<file path="config.mk">
export PLATFORM = sky130hd
export DESIGN_NAME = cfglut5_loader
export DESIGN_NICKNAME = d
export VERILOG_FILES = /design/src/rtl/cfglut5_loader.sv
export SDC_FILE = /design/constraint.sdc
export NUM_CORES = 1
export LEC_CHECK = 0
export ABC_AREA = 1
export BUFFER_PORTS_ARGS = -buffer_cell sky130_fd_sc_hd__buf_2
export CAP_MARGIN = 15
export CORE_UTILIZATION = 42
export DETAILED_ROUTE_END_ITERATION = 6
export GPL_TIMING_DRIVEN = 0
export HOLD_SLACK_MARGIN = 0.1
export MAX_ROUTING_LAYER = met4
export PLACE_DENSITY = 0.58
export SLEW_MARGIN = 40
export SYNTH_ARGS = -nofsm -noshare
export SYNTH_HDL_FRONTEND = slang
export SYNTH_SLANG_ARGS = --single-unit
</file>
<file path="constraint.sdc">
create_clock -name clk -period 2.02 [get_ports clk]
set_input_delay 0.404 -clock clk [delete_from_list [all_inputs] [get_ports clk]]
set_output_delay 0.404 -clock clk [all_outputs]
set_load 0.01 [all_outputs]
</file>
<file path="src/rtl/cfglut5_loader.sv">
// Purpose : serially (re)loads a CFGLUT5 truth table MSB first and reads back the table it displaces.
// Latency : handshake at edge N -> cfg_ce high cycles N+1..N+32, done pulse cycle N+33, req_rdy again N+34.
// Backpr. : req_rdy is high only while idle; requests presented during a load are not accepted or queued.
//
// Ports:
//   clk, rst_n          single clock, asynchronous active-low reset
//   req_vld/req_rdy     reconfiguration request handshake; req_init sampled only on handshake
//   cfg_ce, cfg_cdi     shift enable and serial data (MSB first) towards the LUT
//   cfg_cdo             serial data out of the LUT (its current bit 31)
//   lut_valid           LUT holds a complete, known truth table
//   done                one-cycle pulse when a load completes
//   old_init            truth table displaced by the last completed load
module cfglut5_loader #(
    parameter logic [31:0] INIT      = 32'h00000000,
    parameter logic        BOOT_LOAD = 1'b1
) (
    input  logic        clk,
    input  logic        rst_n,
    input  logic        req_vld,
    output logic        req_rdy,
    input  logic [31:0] req_init,
    output logic        cfg_ce,
    output logic        cfg_cdi,
    input  logic        cfg_cdo,
    output logic        lut_valid,
    output logic        done,
    output logic [31:0] old_init
);

    typedef enum logic [1:0] {
        ST_BOOT  = 2'd0,
        ST_IDLE  = 2'd1,
        ST_SHIFT = 2'd2,
        ST_DONE  = 2'd3
    } state_t;

    localparam state_t RST_STATE = BOOT_LOAD ? ST_BOOT : ST_IDLE;

    state_t      state;
    logic [31:0] shreg;
    logic [31:0] cap;
    logic [4:0]  cnt;

    // cfg_ce is a flop that is high exactly while in SHIFT, so gating the
    // shift register MSB with it keeps cfg_cdi at 0 outside SHIFT and in reset.
    assign cfg_cdi = cfg_ce & shreg[31];

    always_ff @(posedge clk or negedge rst_n) begin
        if (!rst_n) begin
            state     <= RST_STATE;
            shreg     <= '0;
            cap       <= '0;
            cnt       <= '0;
            cfg_ce    <= 1'b0;
            req_rdy   <= 1'b0;
            done      <= 1'b0;
            lut_valid <= 1'b0;
            old_init  <= '0;
        end else begin
            case (state)
                ST_BOOT: begin
                    shreg     <= INIT;
                    cnt       <= '0;
                    cfg_ce    <= 1'b1;
                    lut_valid <= 1'b0;
                    state     <= ST_SHIFT;
                end
                ST_IDLE: begin
                    // Ready rises on the first idle edge after reset, so no
                    // handshake can coincide with reset release.
                    req_rdy <= 1'b1;
                    if (req_vld && req_rdy) begin
                        shreg     <= req_init;
                        cnt       <= '0;
                        cfg_ce    <= 1'b1;
                        lut_valid <= 1'b0;
                        req_rdy   <= 1'b0;
                        state     <= ST_SHIFT;
                    end
                end
                ST_SHIFT: begin
                    shreg <= {shreg[30:0], 1'b0};
                    cap   <= {cap[30:0], cfg_cdo};
                    cnt   <= cnt + 5'd1;
                    if (cnt == 5'd31) begin
                        // cap only has 31 new bits at this edge; include the
                        // bit being sampled now to get the full previous table.
                        old_init  <= {cap[30:0], cfg_cdo};
                        cfg_ce    <= 1'b0;
                        done      <= 1'b1;
                        lut_valid <= 1'b1;
                        state     <= ST_DONE;
                    end
                end
                ST_DONE: begin
                    done    <= 1'b0;
                    req_rdy <= 1'b1;
                    state   <= ST_IDLE;
                end
                default: begin
                    state <= RST_STATE;
                end
            endcase
        end
    end

endmodule

</file>
==> run summary, run 1 <==
Post-CTS Hold Buffers = 1
CP Cell Sequence = ha_1, nand2_1, nor2_1, ha_1, nand2_2, clkbuf_1, nand2_1, o21ai_0
Commonest cells in the netlist = 149 x nand2_1, 106 x dfrtp_1, 70 x o21ai_0
Clk sinks = 106
Starting Density = 43.5%
H-tree depth = 3
Post-synth top area share = 58.8%
FF-to-FF setup slack = 190 ps
Critical Path Source Type = flop
Critical-path top delay cell = dfrtp_1
Max_slew headroom = 70.1%
Final hold vios = 0
Area grow syn2layout = 18.0%
Sequential element share of the synthesized area = 58.8%
Hold Path End = old_init[0]
GRT overflow = 0
Worst vdd ir = 0.000574 V
Cell with the most instances after synthesis = nand2_1
Total power = 6.68 mW
Row count = 37
Clock-pin transition on the worst setup and hold timing paths = 100 ps
# fillers = 1032
Pre-CTS WS = 210 ps
Status = finished, final reports clean
Slowest stage delay, CP = 430 ps
Drt first-iter violations = 150
WP data required = 2300 ps
Post-CTS Setup Repair Bufs = 0
Period utilisation layout = 90.7%
Crit path time final = 1830 ps
Number of synthesized flops with an enable pin = 0
Clock root cell = clkbuf_8
Main flop type after synthesis = dfrtp_1
Max-slew violation count = 0
Synth area leaders = dfrtp_1 59%, nand2_1 12%, o21ai_0 7.8%
Synthesized area per cell = 8.79 µm²
GRT Resource Usage Total = 18.7%
RR Startpoint = cnt[0]
Die X = 106 µm
Routed vias = 3573
DRT antenna net count = 0
TritonCTS Buffers = 9
Top Ports = 73
Gp weighted congestion = 0.746
Setup WS post-layout = 187 ps
Clk_lat worst skew = 370 ps
Crit Path Class = reg -> reg
Unrepaired setup endpoints after global routing = false
R2R cell count = 8
Class of the worst hold path = in -> reg
Core box area = 0.0104 mm²
Critical Path End Type = flop
Synth area leader = dfrtp_1
Routed vias/inst = 4.83
Leak = 2.60 nW
Power Density = 1260 mW/mm²
1st-pass router iterations = 4
Clock Tree Buf Depth = 2
Syn_nets = 555
Min-Delay Path Depth = 3
CTS tree = yes
Vert. Die Dim = 106 µm
Drt total wl = 9440 µm
HP Start = cfg_cdo
Fin nets = 640
First-pass GRT wire length = 16100 µm
Initial antenna violation count = 0
Final setup viols = 0
HPWL Detailed = 6540 µm
Clock Skew = 13.1 ps
Share of layout cells above drive strength 1 = 19.2%
Worst R2R End = old_init[19]
Cell Area, Placed = 0.00508 mm²
Post-CTS resize count = 0
Crit-path max FO = 10
Worst-Margin Slew = 449 ps
Antenna diode count = 0
Syn Std Cell Area = 0.00451 mm²
Yosys reg bits = 106
Die ar. = 0.0112 mm²
WL per Instance = 12.8 µm
Largest net degree at the start of global routing = 68
Critical Path AT = 2110 ps
PortBufs = 72
Ys Warns = 0
Drc violations = 0
Syn Inst Count = 513
Number of global-route vias before repair = 3420
Max cap viols = 0
Synth async-reset ratio = 100%
Count of cell types in the netlist = 19
Final instance area = 0.00532 mm²
Fmax = 546 MHz
==> power by group <==
group          internal [mW]  switching, mW
sequential              2.60          0.268
combinational          0.772           1.53
clock                  0.748          0.764
==> area by class of cell <==
cell class                 count  area [µm²]  share of cell area (%)
sequential                   106        2650                    49.8
buffer                        30         199                    3.74
multi-input combinational    332        1490                    28.0
timing repair buffer          74         408                    7.66
tap                          136         170                    3.20
clock inverter                 6        96.3                    1.81
inverter                      45         169                    3.17
clock buffer                  10         138                    2.59
==> metal layers <==
layer	vias up	wire length (µm)	share of wire, %	global-route usage, %
li1	1801	-	-	-
met1	1692	4660	49	24.5
met2	71	4330	46	29.7
met3	9	355	3.8	3.22
met4	0	96	1.0	5.95
met5	-	0	0	-
==> logic make-up after synthesis <==
logic type	Yosys count	synth area share (%)
AND/OR/NAND/NOR	191	16.3
adder cells (fa/ha/maj)	6	1.66
AO/OA/AOI/OAI	135	15.0
flip-flops	106	58.8
buffers and inverters	75	8.16
==> sequential cells by signal (all words and copies together) (netlist names) <==
register   count
old_init      32
shreg         32
cap           31
cnt            5
state          2
cfg_ce         1
done           1
lut_valid      1
req_rdy        1
==> placed cells by master, fill, tap and decap left out <==
cell type      netlist  final
a21oi_1             32     32
buf_16               0      1
buf_2                9     80
buf_4                3      3
buf_6                8      8
buf_8                0      1
bufinv_16            0      2
clkbuf_1             7      7
clkbuf_2             3      3
clkbuf_8             0     10
clkinv_4             0      1
clkinvlp_4           0      1
dfrtp_1            106    106
dlygate4sd3_1        0      1
ha_1                 6      6
inv_1               45     45
inv_6                0      1
inv_8                0      1
nand2_1            149    149
nand2_2              2      2
nand3_1              4      4
nand4_1              2      2
nor2_1              32     32
nor2_2               1      1
o21ai_0             70     70
o21ai_1             31     31
o22ai_1              2      2
or2_2                1      1
==> how the worst max path moves through the flow <==
stage | startpoint | end | slack [ps]
5_1_grt | cnt[0] | old_init[19] | 8
3_5_place_dp | cnt[0] | old_init[19] | 210
4_1_cts | cnt[0] | old_init[19] | 170
6_report | cnt[0] | old_init[19] | 190
2_1_floorplan | cnt[0] | old_init[10] | 520
3_3_place_gp | rst_n | shreg[16] | -670
==> metrics by stage <==
stage	TNS [ps]	hold WS (ps)	std cells	utilization [%]
2_1_floorplan	0	108	513	-
3_3_place_gp	-69980	456	721	48.6
3_5_place_dp	0	309	722	49.0
4_1_cts	0	269	739	51.3
5_1_grt	0	294	739	51.3
6_report	0	283	739	51.3
==> worst max-delay path: cells and delay by family, from the launching register on <==
| kind | cells | cell delay, ps |
|---|---|---|
| AOI/OAI and AO/OA | 1 | 100 |
| buffers and inverters | 1 | 390 |
| and+or+nand+nor | 4 | 420 |
| adders and majority gates | 2 | 410 |
| DFF | 1 | 430 |
Note: power is estimated with default switching activity, not from simulation.
==> run 2: changes to the inputs <==
--- a/config.mk
+++ b/config.mk
@@ -8,12 +8,13 @@
 export ABC_AREA = 1
 export BUFFER_PORTS_ARGS = -buffer_cell sky130_fd_sc_hd__buf_2
 export CAP_MARGIN = 15
-export CORE_UTILIZATION = 42
+export CORE_UTILIZATION = 56
 export DETAILED_ROUTE_END_ITERATION = 6
 export GPL_TIMING_DRIVEN = 0
 export HOLD_SLACK_MARGIN = 0.1
 export MAX_ROUTING_LAYER = met4
-export PLACE_DENSITY = 0.58
+export PLACE_DENSITY = 0.75
+export SKIP_CTS_REPAIR_TIMING = 1
 export SLEW_MARGIN = 40
 export SYNTH_ARGS = -nofsm -noshare
 export SYNTH_HDL_FRONTEND = slang
==> constraint.sdc (replaced) <==
create_clock -name clk -period 1.83 [get_ports clk]
set_input_delay 0.366 -clock clk [delete_from_list [all_inputs] [get_ports clk]]
set_output_delay 0.366 -clock clk [all_outputs]
set_load 0.01 [all_outputs]
==> run 2 against run 1 <==
Net effect: cell count shrank 4.6%; critical path depth is the same; global-route usage grew 6.1 points; sequential power grew 11%; wire length shrank 4.6%; utilization grew 16 points; clock power is essentially flat; cell area shrank 1.3%; critical path type unchanged; highest routed layer unchanged; clock-buffer cell count shrank 1; clock skew grew 1.2 ps.
==> run summary, run 2 (same netlist as run 1, synthesis figures left out) <==
Status = finished, final reports clean
GRT Resource Usage Total = 24.7%
Area grow syn2layout = 16.5%
Crit path time final = 1640 ps
Drt first-iter violations = 196
Setup WS post-layout = 186 ps
Final Non-Filler Cells = 705
Power Density = 1370 mW/mm²
Final setup TNS = 0 ps
Starting Density = 58.1%
CTS tree = yes
Worst vdd ir = 0.000822 V
Clk sinks = 106
Drt total wl = 9000 µm
Clock Tree Buf Depth = 2
Critical Path End Type = flop
Multi-input logic area = 0.00149 mm²
Max_slew headroom = 69.1%
TritonCTS Buffers = 9
WL per Instance = 12.8 µm
Crit-path max FO = 10
1st-pass router iterations = 4
Worst-Margin Slew = 464 ps
PortBufs = 72
Max-slew violation count = 0
Final hold vios = 0
Clock root cell = clkbuf_8
Share of layout cells above drive strength 1 = 20.1%
# fillers = 664
Clock Skew = 14.3 ps
Gp weighted congestion = 0.769
Worst R2R End = old_init[19]
GRT overflow = 0
HPWL Detailed = 6360 µm
Die X = 91.7 µm
Class of the worst hold path = in -> reg
Row count = 32
Clk_lat worst skew = 370 ps
Final instance area = 0.00525 mm²
Routed vias/inst = 5.16
R2R cell count = 8
Total power = 7.20 mW
Number of global-route vias before repair = 3569
End point of the critical path = old_init[19]
Critical Path AT = 1930 ps
FF-to-FF setup slack = 190 ps
Worst setup startpoint = cnt[0]
Commonest non-fill, non-tap cell in the layout = nand2_1
Inst Count DP = 688
Vert. Die Dim = 91.7 µm
Period utilisation layout = 89.8%
DRT antenna net count = 0
Most frequent cells in the layout = 149 x nand2_1, 106 x dfrtp_1, 81 x buf_2
Final core utilization = 67.6%
Leak = 2.59 nW
Seq. cell area = 0.00265 mm²
Fin nets = 640
Unrepaired setup endpoints after global routing = false
Pre-CTS WS = 32.2 ps
First-pass GRT wire length = 16100 µm
Die ar. = 0.00842 mm²
Routed vias = 3639
Drc violations = 0
Regs by FF count = old_init x32, shreg x32, cap x31
Clock-pin transition on the worst setup and hold timing paths = 100 ps
H-tree depth = 3
RR Startpoint = cnt[0]
Core box area = 0.00777 mm²
Largest net degree at the start of global routing = 64
Initial antenna violation count = 0
Antenna diode count = 0
Fmax = 608 MHz
Crit Path Class = reg -> reg
Critical Path Source Type = flop
Cell Area, Placed = 0.00503 mm²
Top Ports = 73
Final setup viols = 0
WP data required = 2120 ps
Fin Hold WS = 236 ps
Max cap viols = 0
-- run 2: how the worst min path moves through the flow --
stage                 from      endpoint  depth (start not counted)
3_5_place_dp         rst_n  old_init[27]                          1
3_3_place_gp   old_init[2]   old_init[2]                          2
2_1_floorplan        rst_n        cap[0]                          0
4_1_cts              rst_n   old_init[6]                          1
5_1_grt            cfg_cdo   old_init[0]                          3
6_report           cfg_cdo   old_init[0]                          3
-- run 2: power breakdown --
part	total, mW	internal (mW)	leakage [nW]	switching (mW)
logic	2.52	0.850	1.04	1.67
clock network	1.50	0.657	0.0995	0.839
registers	3.18	2.87	1.44	0.310
-- run 2: area by class of cell --
| cell class | instances | share of cell area (%) |
|---|---|---|
| timing repair buffer | 74 | 7.62 |
| clock buffer | 9 | 2.36 |
| multi-input combinational | 332 | 28.4 |
| buffer | 30 | 3.91 |
| tap | 102 | 2.43 |
| sequential | 106 | 50.5 |
| inverter | 45 | 3.22 |
| clock inverter | 7 | 1.62 |
-- run 2: critical path, stage by stage (launching register included) --
cell and delay, ps:
dfrtp_1 430, ha_1 220, nand2_1 80, nor2_1 50, ha_1 190, nand2_2 170
clkbuf_2 260, nand2_1 80, o21ai_0 80
-- run 2: routing by layer --
layer / routed length (µm) / vias to the layer above / track usage (%)
met1: 4130 / 1741 / 30.8
li1: - / 1804 / -
met2: 4370 / 84 / 41.4
met5: 0 / - / -
met4: 98 / 0 / 7.68
met3: 405 / 10 / 4.56
==> run 3: changes to the inputs <==
--- a/config.mk
+++ b/config.mk
@@ -13,7 +13,7 @@
 export GPL_TIMING_DRIVEN = 0
 export HOLD_SLACK_MARGIN = 0.1
 export MAX_ROUTING_LAYER = met4
-export PLACE_DENSITY = 0.75
+export PLACE_DENSITY = 0.77
 export SKIP_CTS_REPAIR_TIMING = 1
 export SLEW_MARGIN = 40
 export SYNTH_ARGS = -nofsm -noshare
==> run 3 against run 2 <==
Net effect: cell area hardly changed; global-route usage decreased by 0.56 points; utilization about the same; clock skew down 0.62 ps; wire length rose by 0.62%; first-iteration DRC count fell by 21%; clock power fell by 7%; register-to-register slack worse by 20 ps; critical endpoint is now old_init[14]; highest routed layer unchanged.
==> run summary, run 3 (same netlist as run 1, synthesis figures left out) <==
Status = finished, final reports clean
Hold Path End = old_init[0]
Crit-path max FO = 10
Final setup viols = 0
Critical Path End Type = flop
Net Sw Frac = 39.6%
Core box area = 0.00777 mm²
Fmax = 601 MHz
RR Startpoint = cnt[0]
Period utilisation layout = 90.9%
Fin Hold WS = 231 ps
Most frequent cells in the layout = 149 x nand2_1, 106 x dfrtp_1, 81 x buf_2
Multi-input logic area = 0.00149 mm²
Critical Path Source Type = flop
Clock Skew = 13.7 ps
Area grow syn2layout = 16.4%
HPWL Detailed = 6400 µm
CP Cell Sequence = ha_1, nand2_1, nor2_1, ha_1, nand2_2, clkbuf_2, o21ai_0
Clk sinks = 106
Largest net degree at the start of global routing = 57
Register share of total power = 44.7%
First-pass GRT wire length = 16100 µm
Max_slew headroom = 74.2%
Clock Tree Buf Depth = 2
Buf/Inv on CP = 1
Unrepaired setup endpoints after global routing = true
GRT overflow = 0
Regs by FF count = old_init x32, shreg x32, cap x31
Drt first-iter violations = 154
Worst R2R End = old_init[14]
Row count = 32
Seq. cell area = 0.00265 mm²
Drc violations = 0
Antenna diode count = 0
Worst vdd ir = 0.000913 V
Clock root cell = clkbuf_8
Slowest stage delay, CP = 430 ps
Final hold vios = 0
DRT antenna net count = 0
Critical-path top delay cell = dfrtp_1
GRT Resource Usage Total = 24.2%
Routed vias/inst = 5.11
CTS tree = yes
Clock share of power = 19.7%
Final Non-Filler Cells = 705
Top Ports = 73
Die X = 91.7 µm
Critical path's most frequent cell = ha_1
Max cap viols = 0
Critical Path AT = 1910 ps
HP Start = cfg_cdo
Fin nets = 640
WP data required = 2080 ps
FF-to-FF setup slack = 170 ps
Number of global-route vias before repair = 3568
1st-pass router iterations = 4
Min-Delay Path Depth = 3
TritonCTS Buffers = 9
Clock-pin transition on the worst setup and hold timing paths = 110 ps
Initial antenna violation count = 0
Power Density = 1350 mW/mm²
WL per Instance = 12.9 µm
Routed vias = 3603
Logic pwr share = 35.6%
Drt total wl = 9060 µm
Cell internal pwr = 4.29 mW
Class of the worst hold path = in -> reg
R2R cell count = 7
Crit Path Class = reg -> reg
H-tree depth = 3
Max-slew violation count = 0
Switching power = 2.82 mW
Vert. Die Dim = 91.7 µm
Clk_lat worst skew = 360 ps
Commonest non-fill, non-tap cell in the layout = nand2_1
Inst Count DP = 688
Leak = 2.59 nW
PortBufs = 72
Crit path time final = 1660 ps
Delay-heaviest family, CP = flip-flops
Share of layout cells above drive strength 1 = 20.1%
Worst-Margin Slew = 386 ps
Starting Density = 58.1%
# fillers = 647
Die ar. = 0.00842 mm²
Gp weighted congestion = 0.791
[run 3: area by class of cell]
cell class / instances / area share (%)
Tap cell: 102 / 2.43
Clock inverter: 6 / 1.10
Multi-Input combinational cell: 332 / 28.4
Sequential cell: 106 / 50.5
Inverter: 45 / 3.22
Buffer: 30 / 3.96
Clock buffer: 10 / 2.62
Timing Repair Buffer: 74 / 7.77
[run 3: worst max-delay path by stage]
stage | start | end | slack [ps] | cells after the start
floorplan | cnt[0] | old_init[10] | 330 | 8
global placement | rst_n | shreg[16] | -760 | 1
detailed placement | cnt[0] | old_init[14] | 50 | 8
CTS | cnt[0] | old_init[10] | 2 | 8
global route | cnt[0] | old_init[4] | -20 | 8
finish | cnt[0] | old_init[14] | 170 | 7
[run 3: metrics by stage]
step / area, µm² / setup slack, ps / utilization (%) / power [mW] / TNS, ps
after detailed placement: 5040 / 52.1 / 64.8 / 5.77 / 0
after CTS: 5230 / 2.05 / 67.3 / 7.17 / 0
after floorplan: 4510 / 327 / - / 5.02 / 0
after global placement: 5000 / -761 / 64.4 / 5.67 / -79880
after global routing: 5250 / -17.3 / 67.6 / 7.66 / -17.3
final: 5250 / 166 / 67.6 / 7.11 / 0
[run 3: power by group through the flow]
stage	registers, mW	logic, mW	clock network, mW
detailed placement	3.22	2.55	0
floorplan	3.15	1.86	0
global placement	3.19	2.48	0
finish	3.18	2.53	1.40
CTS	3.17	2.56	1.43
global route	3.24	2.89	1.53
[run 3: worst reg2reg max path: stages (launching register included)]
cell	delay, ps
dfrtp_1	430
ha_1	220
nand2_1	90
nor2_1	50
ha_1	190
nand2_2	180
clkbuf_2	250
o21ai_0	130
[run 3: metal layers]
| layer | routed length, µm | vias to the layer above | part of all wire [%] | GRT usage [%] |
|---|---|---|---|---|
| met3 | 452 | 7 | 5.0 | 4.39 |
| met4 | 59 | 0 | 0.65 | 4.56 |
| li1 | - | 1810 | - | - |
| met1 | 4180 | 1700 | 46 | 32.8 |
| met2 | 4370 | 86 | 48 | 39.0 |
| met5 | 0 | - | 0 | - |
